$ cat src/rtl/regfile_wb_scheduler_if.sv
// Write-back scheduler bus: decode allocation, ALU/load write-back requests,
// read-stage hazard query and the registered register-file write port.
interface regfile_wb_scheduler_if;
    logic        alloc_valid;
    logic [4:0]  alloc_reg;
    logic        alu_valid;
    logic        alu_ready;
    logic [4:0]  alu_reg;
    logic [31:0] alu_data;
    logic        mem_valid;
    logic        mem_ready;
    logic [4:0]  mem_reg;
    logic [31:0] mem_data;
    logic [1:0]  mem_size;
    logic [4:0]  rd_reg_1;
    logic [4:0]  rd_reg_2;
    logic        stall;
    logic        wr_en;
    logic [4:0]  wr_reg;
    logic [31:0] wr_data;
    logic [3:0]  wr_mask;

    modport master (
        output alloc_valid, alloc_reg,
        output alu_valid, alu_reg, alu_data,
        output mem_valid, mem_reg, mem_data, mem_size,
        output rd_reg_1, rd_reg_2,
        input  alu_ready, mem_ready, stall,
        input  wr_en, wr_reg, wr_data, wr_mask
    );

    modport slave (
        input  alloc_valid, alloc_reg,
        input  alu_valid, alu_reg, alu_data,
        input  mem_valid, mem_reg, mem_data, mem_size,
        input  rd_reg_1, rd_reg_2,
        output alu_ready, mem_ready, stall,
        output wr_en, wr_reg, wr_data, wr_mask
    );
endinterface

$ cat src/rtl/regfile_wb_scheduler.sv
// Arbitrates ALU and load write-backs onto a single register-file write port
// and tracks in-flight destinations in a pending scoreboard for read-stage stalls.
module regfile_wb_scheduler (
    input  logic                   clk,
    input  logic                   rst,
    regfile_wb_scheduler_if.slave  bus
);

    logic        prio;
    logic [31:0] pending;
    logic [31:0] pending_nxt;
    logic        alu_gnt;
    logic        mem_gnt;

    logic        vld_p1;
    logic [4:0]  reg_p1;
    logic [31:0] data_p1;
    logic [3:0]  mask_p1;

    function automatic logic [3:0] load_mask(input logic [1:0] size);
        case (size)
            2'b01:   return 4'b0011;
            2'b10:   return 4'b0001;
            default: return 4'b1111;
        endcase
    endfunction

    // Grant stage: prio only breaks ties, a lone requester always wins.
    always_comb begin
        alu_gnt = 1'b0;
        mem_gnt = 1'b0;
        if (!rst) begin
            if (bus.alu_valid && (!bus.mem_valid || !prio))
                alu_gnt = 1'b1;
            else if (bus.mem_valid)
                mem_gnt = 1'b1;
        end
    end

    assign bus.alu_ready = alu_gnt;
    assign bus.mem_ready = mem_gnt;
    assign bus.stall     = pending[bus.rd_reg_1] | pending[bus.rd_reg_2];

    // Allocation is applied after the commit clear so a same-index set wins.
    always_comb begin
        pending_nxt = pending;
        if (vld_p1)
            pending_nxt[reg_p1] = 1'b0;
        if (bus.alloc_valid && (bus.alloc_reg != 5'd0))
            pending_nxt[bus.alloc_reg] = 1'b1;
        pending_nxt[0] = 1'b0;
    end

    // Write stage (p1): registered register-file write port.
    always_ff @(posedge clk) begin
        if (rst) begin
            vld_p1  <= 1'b0;
            reg_p1  <= 5'd0;
            data_p1 <= 32'd0;
            mask_p1 <= 4'd0;
            pending <= 32'd0;
            prio    <= 1'b0;
        end else begin
            pending <= pending_nxt;
            vld_p1  <= (alu_gnt && (bus.alu_reg != 5'd0)) ||
                       (mem_gnt && (bus.mem_reg != 5'd0));
            if (alu_gnt) begin
                reg_p1  <= bus.alu_reg;
                data_p1 <= bus.alu_data;
                mask_p1 <= 4'b1111;
                prio    <= 1'b1;
            end else if (mem_gnt) begin
                reg_p1  <= bus.mem_reg;
                data_p1 <= bus.mem_data;
                mask_p1 <= load_mask(bus.mem_size);
                prio    <= 1'b0;
            end
        end
    end

    assign bus.wr_en   = vld_p1;
    assign bus.wr_reg  = reg_p1;
    assign bus.wr_data = data_p1;
    assign bus.wr_mask = mask_p1;

endmodule

$ cat src/flat_wrapper.sv
// flat-port wrapper written by rule: the top's interface ports become plain ports
module regfile_wb_scheduler_flat 
  (clk, rst, bus_alloc_valid, bus_alloc_reg, bus_alu_valid, bus_alu_reg, bus_alu_data, bus_mem_valid, bus_mem_reg, bus_mem_data, bus_mem_size, bus_rd_reg_1, bus_rd_reg_2, bus_alu_ready, bus_mem_ready, bus_stall, bus_wr_en, bus_wr_reg, bus_wr_data, bus_wr_mask);
  regfile_wb_scheduler_if bus_i ();
  input  logic clk;
  input  logic rst;
  input wire logic [$bits(bus_i.alloc_valid)-1:0] bus_alloc_valid;
  input wire logic [$bits(bus_i.alloc_reg)-1:0] bus_alloc_reg;
  input wire logic [$bits(bus_i.alu_valid)-1:0] bus_alu_valid;
  input wire logic [$bits(bus_i.alu_reg)-1:0] bus_alu_reg;
  input wire logic [$bits(bus_i.alu_data)-1:0] bus_alu_data;
  input wire logic [$bits(bus_i.mem_valid)-1:0] bus_mem_valid;
  input wire logic [$bits(bus_i.mem_reg)-1:0] bus_mem_reg;
  input wire logic [$bits(bus_i.mem_data)-1:0] bus_mem_data;
  input wire logic [$bits(bus_i.mem_size)-1:0] bus_mem_size;
  input wire logic [$bits(bus_i.rd_reg_1)-1:0] bus_rd_reg_1;
  input wire logic [$bits(bus_i.rd_reg_2)-1:0] bus_rd_reg_2;
  output wire logic [$bits(bus_i.alu_ready)-1:0] bus_alu_ready;
  output wire logic [$bits(bus_i.mem_ready)-1:0] bus_mem_ready;
  output wire logic [$bits(bus_i.stall)-1:0] bus_stall;
  output wire logic [$bits(bus_i.wr_en)-1:0] bus_wr_en;
  output wire logic [$bits(bus_i.wr_reg)-1:0] bus_wr_reg;
  output wire logic [$bits(bus_i.wr_data)-1:0] bus_wr_data;
  output wire logic [$bits(bus_i.wr_mask)-1:0] bus_wr_mask;
  assign bus_i.alloc_valid = bus_alloc_valid;
  assign bus_i.alloc_reg = bus_alloc_reg;
  assign bus_i.alu_valid = bus_alu_valid;
  assign bus_i.alu_reg = bus_alu_reg;
  assign bus_i.alu_data = bus_alu_data;
  assign bus_i.mem_valid = bus_mem_valid;
  assign bus_i.mem_reg = bus_mem_reg;
  assign bus_i.mem_data = bus_mem_data;
  assign bus_i.mem_size = bus_mem_size;
  assign bus_i.rd_reg_1 = bus_rd_reg_1;
  assign bus_i.rd_reg_2 = bus_rd_reg_2;
  assign bus_alu_ready = bus_i.alu_ready;
  assign bus_mem_ready = bus_i.mem_ready;
  assign bus_stall = bus_i.stall;
  assign bus_wr_en = bus_i.wr_en;
  assign bus_wr_reg = bus_i.wr_reg;
  assign bus_wr_data = bus_i.wr_data;
  assign bus_wr_mask = bus_i.wr_mask;
  regfile_wb_scheduler u_core (.clk(clk), .rst(rst), .bus(bus_i));
endmodule
$ cat config.mk
export PLATFORM = sky130hd
export DESIGN_NAME = regfile_wb_scheduler_flat
export DESIGN_NICKNAME = d
export VERILOG_FILES = /design/src/rtl/regfile_wb_scheduler_if.sv /design/src/rtl/regfile_wb_scheduler.sv /design/src/flat_wrapper.sv
export SDC_FILE = /design/constraint.sdc
export NUM_CORES = 1
export LEC_CHECK = 0
export CAP_MARGIN = 20
export CORE_MARGIN = 4
export CORE_UTILIZATION = 30
export CTS_BUF_LIST = sky130_fd_sc_hd__clkbuf_8
export CTS_CLUSTER_DIAMETER = 40
export DETAILED_ROUTE_END_ITERATION = 10
export PLACE_DENSITY = 0.58
export RECOVER_POWER = 25
export SKIP_CTS_REPAIR_TIMING = 1
export SYNTH_ARGS = -nofsm -noshare
export SYNTH_HDL_FRONTEND = slang
export SYNTH_SLANG_ARGS = --single-unit
$ cat constraint.sdc
create_clock -name clk -period 2.4 [get_ports clk]
set_clock_uncertainty 0.2 [all_clocks]
set_input_delay 0.48 -clock clk [delete_from_list [all_inputs] [get_ports clk]]
set_output_delay 0.48 -clock clk [all_outputs]
set_load 0.05 [all_outputs]
; ---- Yosys cells after proc, flatten, opt, wreduce, memory -nomap -nowiden
; Index checks and enable logic that the tools add are counted.
[classes]
order_cmp = 6
n_eq_ne = 2
muxes = 24
bitwise = 4
reduce_logical = 14
[ops]
columns = cell, n
row1 = $mux 32, 4
row2 = $and 32x32->32, 1
row3 = $not 32->32, 1
row4 = $or 32x32->32, 1
row5 = $lt 5x6->1 const B, 4
row6 = $reduce_bool 5->1, 3
row7 = $mux 1, 11
row8 = $bmux 1 s5, 2
row9 = $demux 1 s5, 2
row10 = $ge 5x1->1 const B, 2
row11 = $mux 5, 2
row12 = $mux 4, 2
row13 = $pmux 4 s2, 1
row14 = $logic_and 1x1->1, 6
row15 = $eq 2x1->1 const B, 1
row16 = $eq 2x2->1 const B, 1
row17 = $logic_not 1->1, 2
row18 = $logic_or 1x1->1, 2
row19 = $reduce_bool 2->1, 1
row20 = $or 1x1->1, 1
[totals]
register_bits = 75
input_bits = 96
out_inout_bits = 45

; ---- Longest topological paths before layout
[depth]
word_depth = 9
ltp_mapped = 6

; ---- Worst setup path before layout
; OpenSTA, ideal clock, no wires.
[synth_timing]
kind = input-to-output
from = in bus_rd_reg_1[0]
to = out bus_stall
arrival_time_ns = 2.175
path_slack_ns = -0.455
stages = 5
n_path_buf = 1
cell_sequence = buf_4 > mux4_2 > a22oi_1 > o211ai_1 > or4_1
[synth_via]
elab_chain_cells = 3
[synth_lines]
columns = item, line
row1 = start: declaration, flat_wrapper.sv:16  ; input wire logic [$bits(bus_i.rd_reg_1)-1:0] bus_rd_reg_1;
row2 = $bmux 1 s5, regfile_wb_scheduler.sv:42  ; assign bus.stall = pending[bus.rd_reg_1] | pending[bus.rd_reg_2];
row3 = $mux 1 (not written as such), regfile_wb_scheduler.sv:42
row4 = $or 1x1->1, regfile_wb_scheduler.sv:42
row5 = end: declaration, flat_wrapper.sv:20  ; output wire logic [$bits(bus_i.stall)-1:0] bus_stall;
; Every way passes these cells. The select of a mux whose other input is x is not followed.

; ---- Final worst setup path
; Ends and elaborated chain as after synthesis.

==> impl_metrics.tcl <==
set metrics [dict create \
    ir_worst_vdd_v 0.000258 \
    fin_crit_sh_pct 120 \
    fin_crit_ps 2880 \
    yosysWarnings 0 \
    multi_input_area_um2 2100 \
    num_rows 40 \
    start_util_pct 30.8 \
    regToRegSetupSlack_ps 710 \
    die_w_um 119 \
    insertion_delay_ps 350 \
    drv_cap 0 \
    max_stage_delay_ps 550 \
    post_route_cells_drive_above_1_share_pct 15.9 \
    power.static_leakage_nw 2.15 \
    endpoint_kind "primary output" \
    io_buffers 140 \
    p_per_area_nw_per_um2 576 \
    wl_per_cell_um 16.9 \
    synth_cell_type_count 40 \
    synth.largest_area_cell "dfxtp_1" \
    ant_nets 0 \
    dp_hpwl_mm 9.35 \
    wl_mm 12.5 \
    synth-seq-cells 73 \
    cp-start-kind "primary input" \
    hold_end "u_core.bus.wr_mask[1]$_SDFFE_PP0P_" \
    grt_pass1_wl_mm 19.9 \
    largest_reg_flops 32 \
    synth_enable_flop_cells 0 \
    place.gp.congestion 0.893 \
    regArea_um2 1470 \
    synth-async-reset-ratio_pct 0 \
    syn_area_um2 3710 \
    cpMaxStageDelayCell "or4_4" \
    maxSlewHeadroom_pct 63.9 \
    cp_max_fo 7 \
    synth_top_area_share_pct 39.4 \
    die_area_um2 14200 \
    finalSetupViolations 1 \
    grt_max_degree 49 \
    h-tree-depth 3 \
    timing_worst_setup_path_type "in -> out" \
    via_per_inst 5.05 \
    track_usage_pct 17.5 \
    synthToLayoutAreaGrowth_pct 54.1 \
    seq_area_frac_synth_pct 39.4 \
    r2r-end "u_core.pending[18]$_SDFF_PP0_" \
    synth.area.top_cells "dfxtp_1 39%, mux2i_1 11%, a211oi_1 7.7%" \
    clock_path_buffers 2 \
    hold_start "u_core.bus.wr_mask[1]$_SDFFE_PP0P_" \
    first_pass_iters 4 \
    rsz0062_at_grt "yes" \
    path_common_cell "buf_6" \
    cts_root_buf "clkbuf_8" \
    grt_pass1_vias 3930 \
    arrival_ps 2200 \
    holdPathStages 1 \
    path_cells "buf_6 > buf_6 > mux4_2 > a22oi_1 > o211ai_1 > or4_4 > buf_8" \
    nFillCells 1148 \
    place_ws_ps -909 \
    antenna_found_initial 0 \
    timing.final.ws_setup_ps -481 \
    drv_slew 0 \
    route.detailed.drc 0 \
    overflow 0 \
    worst_pin_slew_ps 539 \
    fp.dieH_um 119 \
    synth_flop_cell "dfxtp_1" \
    drtIter0Drc 151 \
    final_nets 663 \
    fmax_mhz 347 \
    cts_tree "built" \
    r2r_cells 3 \
    utilization_pct 47.5 \
    synth_cells 409 \
    num_vias 3729 \
    clk_pin_slew_worst_paths_ps 70 \
    rr_startpoint "u_core.bus.wr_reg[4]$_SDFFE_PP0P_" \
    status "finished, violations left" \
    io_pins 141 \
    syn_nets 506 \
    cp.required_ps 1720 \
    antenna_cells 0 \
    min_path_type "reg -> reg" \
    avgSynthCellArea_um2 9.08 \
    cts_sinks 73 \
    ys_top_cells_by_count "73 x dfxtp_1, 45 x nor2_1, 42 x mux2i_1, 38 x a211oi_1, 38 x nand2_1" \
    power_mw 3.30 \
    synth_most_common_cell "dfxtp_1" \
    core_um2 12100 \
    violations "negative setup slack" \
    cts_buffers 9 \
    final_hold_viol_count 0 \
]
-- cells in the final DEF (no fill, tap or decap), drive strengths merged, types with 3 or more instances in the layout --
master         instances
nor2                  45
and3b                  5
nand2                 38
inv                    3
nor3                   3
a21oi                 35
dfxtp                 73
nor2b                  4
clkdlybuf4s50        123
nand3                  3
and3                   4
mux2                   4
mux4                  12
dlygate4sd3            3
nand3b                 6
dlymetal6s2s           4
mux2i                 42
a211oi                38
buf                   46
clkbuf                12
o21ai                 33
or4                    3
a22oi                  3
nor3b                  6
-- power by group --
part           leakage (nW)  switching [mW]  internal (mW)
Sequential            0.601          0.0542           1.28
Combinational          1.43           0.467          0.387
Clock                 0.115           0.469          0.639
Total                  2.15           0.990           2.31
-- cells by family after synthesis --
group                    after synthesis  synth area share [%]
AND/OR/NAND/NOR                      128                  17.0
AO/OA/AOI/OAI                        115                  19.0
buffers and inverters                 34                  3.98
adder cells (fa/ha/maj)                1                 0.337
flip-flops                            73                  39.4
multiplexers                          58                  20.3
-- through the flow --
| step | instances | area, um^2 | hold slack, ps | setup TNS (ps) |
|---|---|---|---|---|
| final | 739 | 5720 | 287 | -481 |
| after global routing | 739 | 5720 | 311 | -561 |
| after CTS | 734 | 5660 | 286 | -915 |
| after detailed placement | 718 | 5430 | 269 | -909 |
| after global placement | 718 | 5430 | 262 | -896 |
| after floorplan | 409 | 3730 | 258 | -216 |
-- worst max path at each step --
stage | end | start | slack (ps)
2_1_floorplan | bus_stall | bus_rd_reg_1[0] | -220
3_3_place_gp | bus_stall | bus_rd_reg_1[0] | -900
3_5_place_dp | bus_stall | bus_rd_reg_2[0] | -910
4_1_cts | bus_stall | bus_rd_reg_2[0] | -910
5_1_grt | bus_stall | u_core.pending[29]$_SDFF_PP0_ | -530
6_report | bus_stall | bus_rd_reg_1[0] | -480
-- area by class of cell --
cell class / instances / area share [%]
inverters: 3 / 0.197
clock buffers: 11 / 2.64
well taps: 168 / 3.67
flip-flops and latches: 73 / 25.6
multi-input cells: 302 / 36.7
clock inverters: 5 / 1.36
repair buffers: 177 / 29.9
-- per-layer routing --
layer	part of all wire, %	vias up	global-route usage (%)
met5	0	-	0
met4	1.8	0	7.46
met3	11	20	7.88
met2	45	157	26.5
met1	42	1733	21.3
li1	-	1819	-
-- worst max-delay path: cells and delay by family --
| family | cells | cell delay (ps) |
|---|---|---|
| buf+inv | 3 | 370 |
| simple gates | 1 | 550 |
| mux | 1 | 500 |
| compound gates | 2 | 310 |
Power figures use the tool's default switching activity.
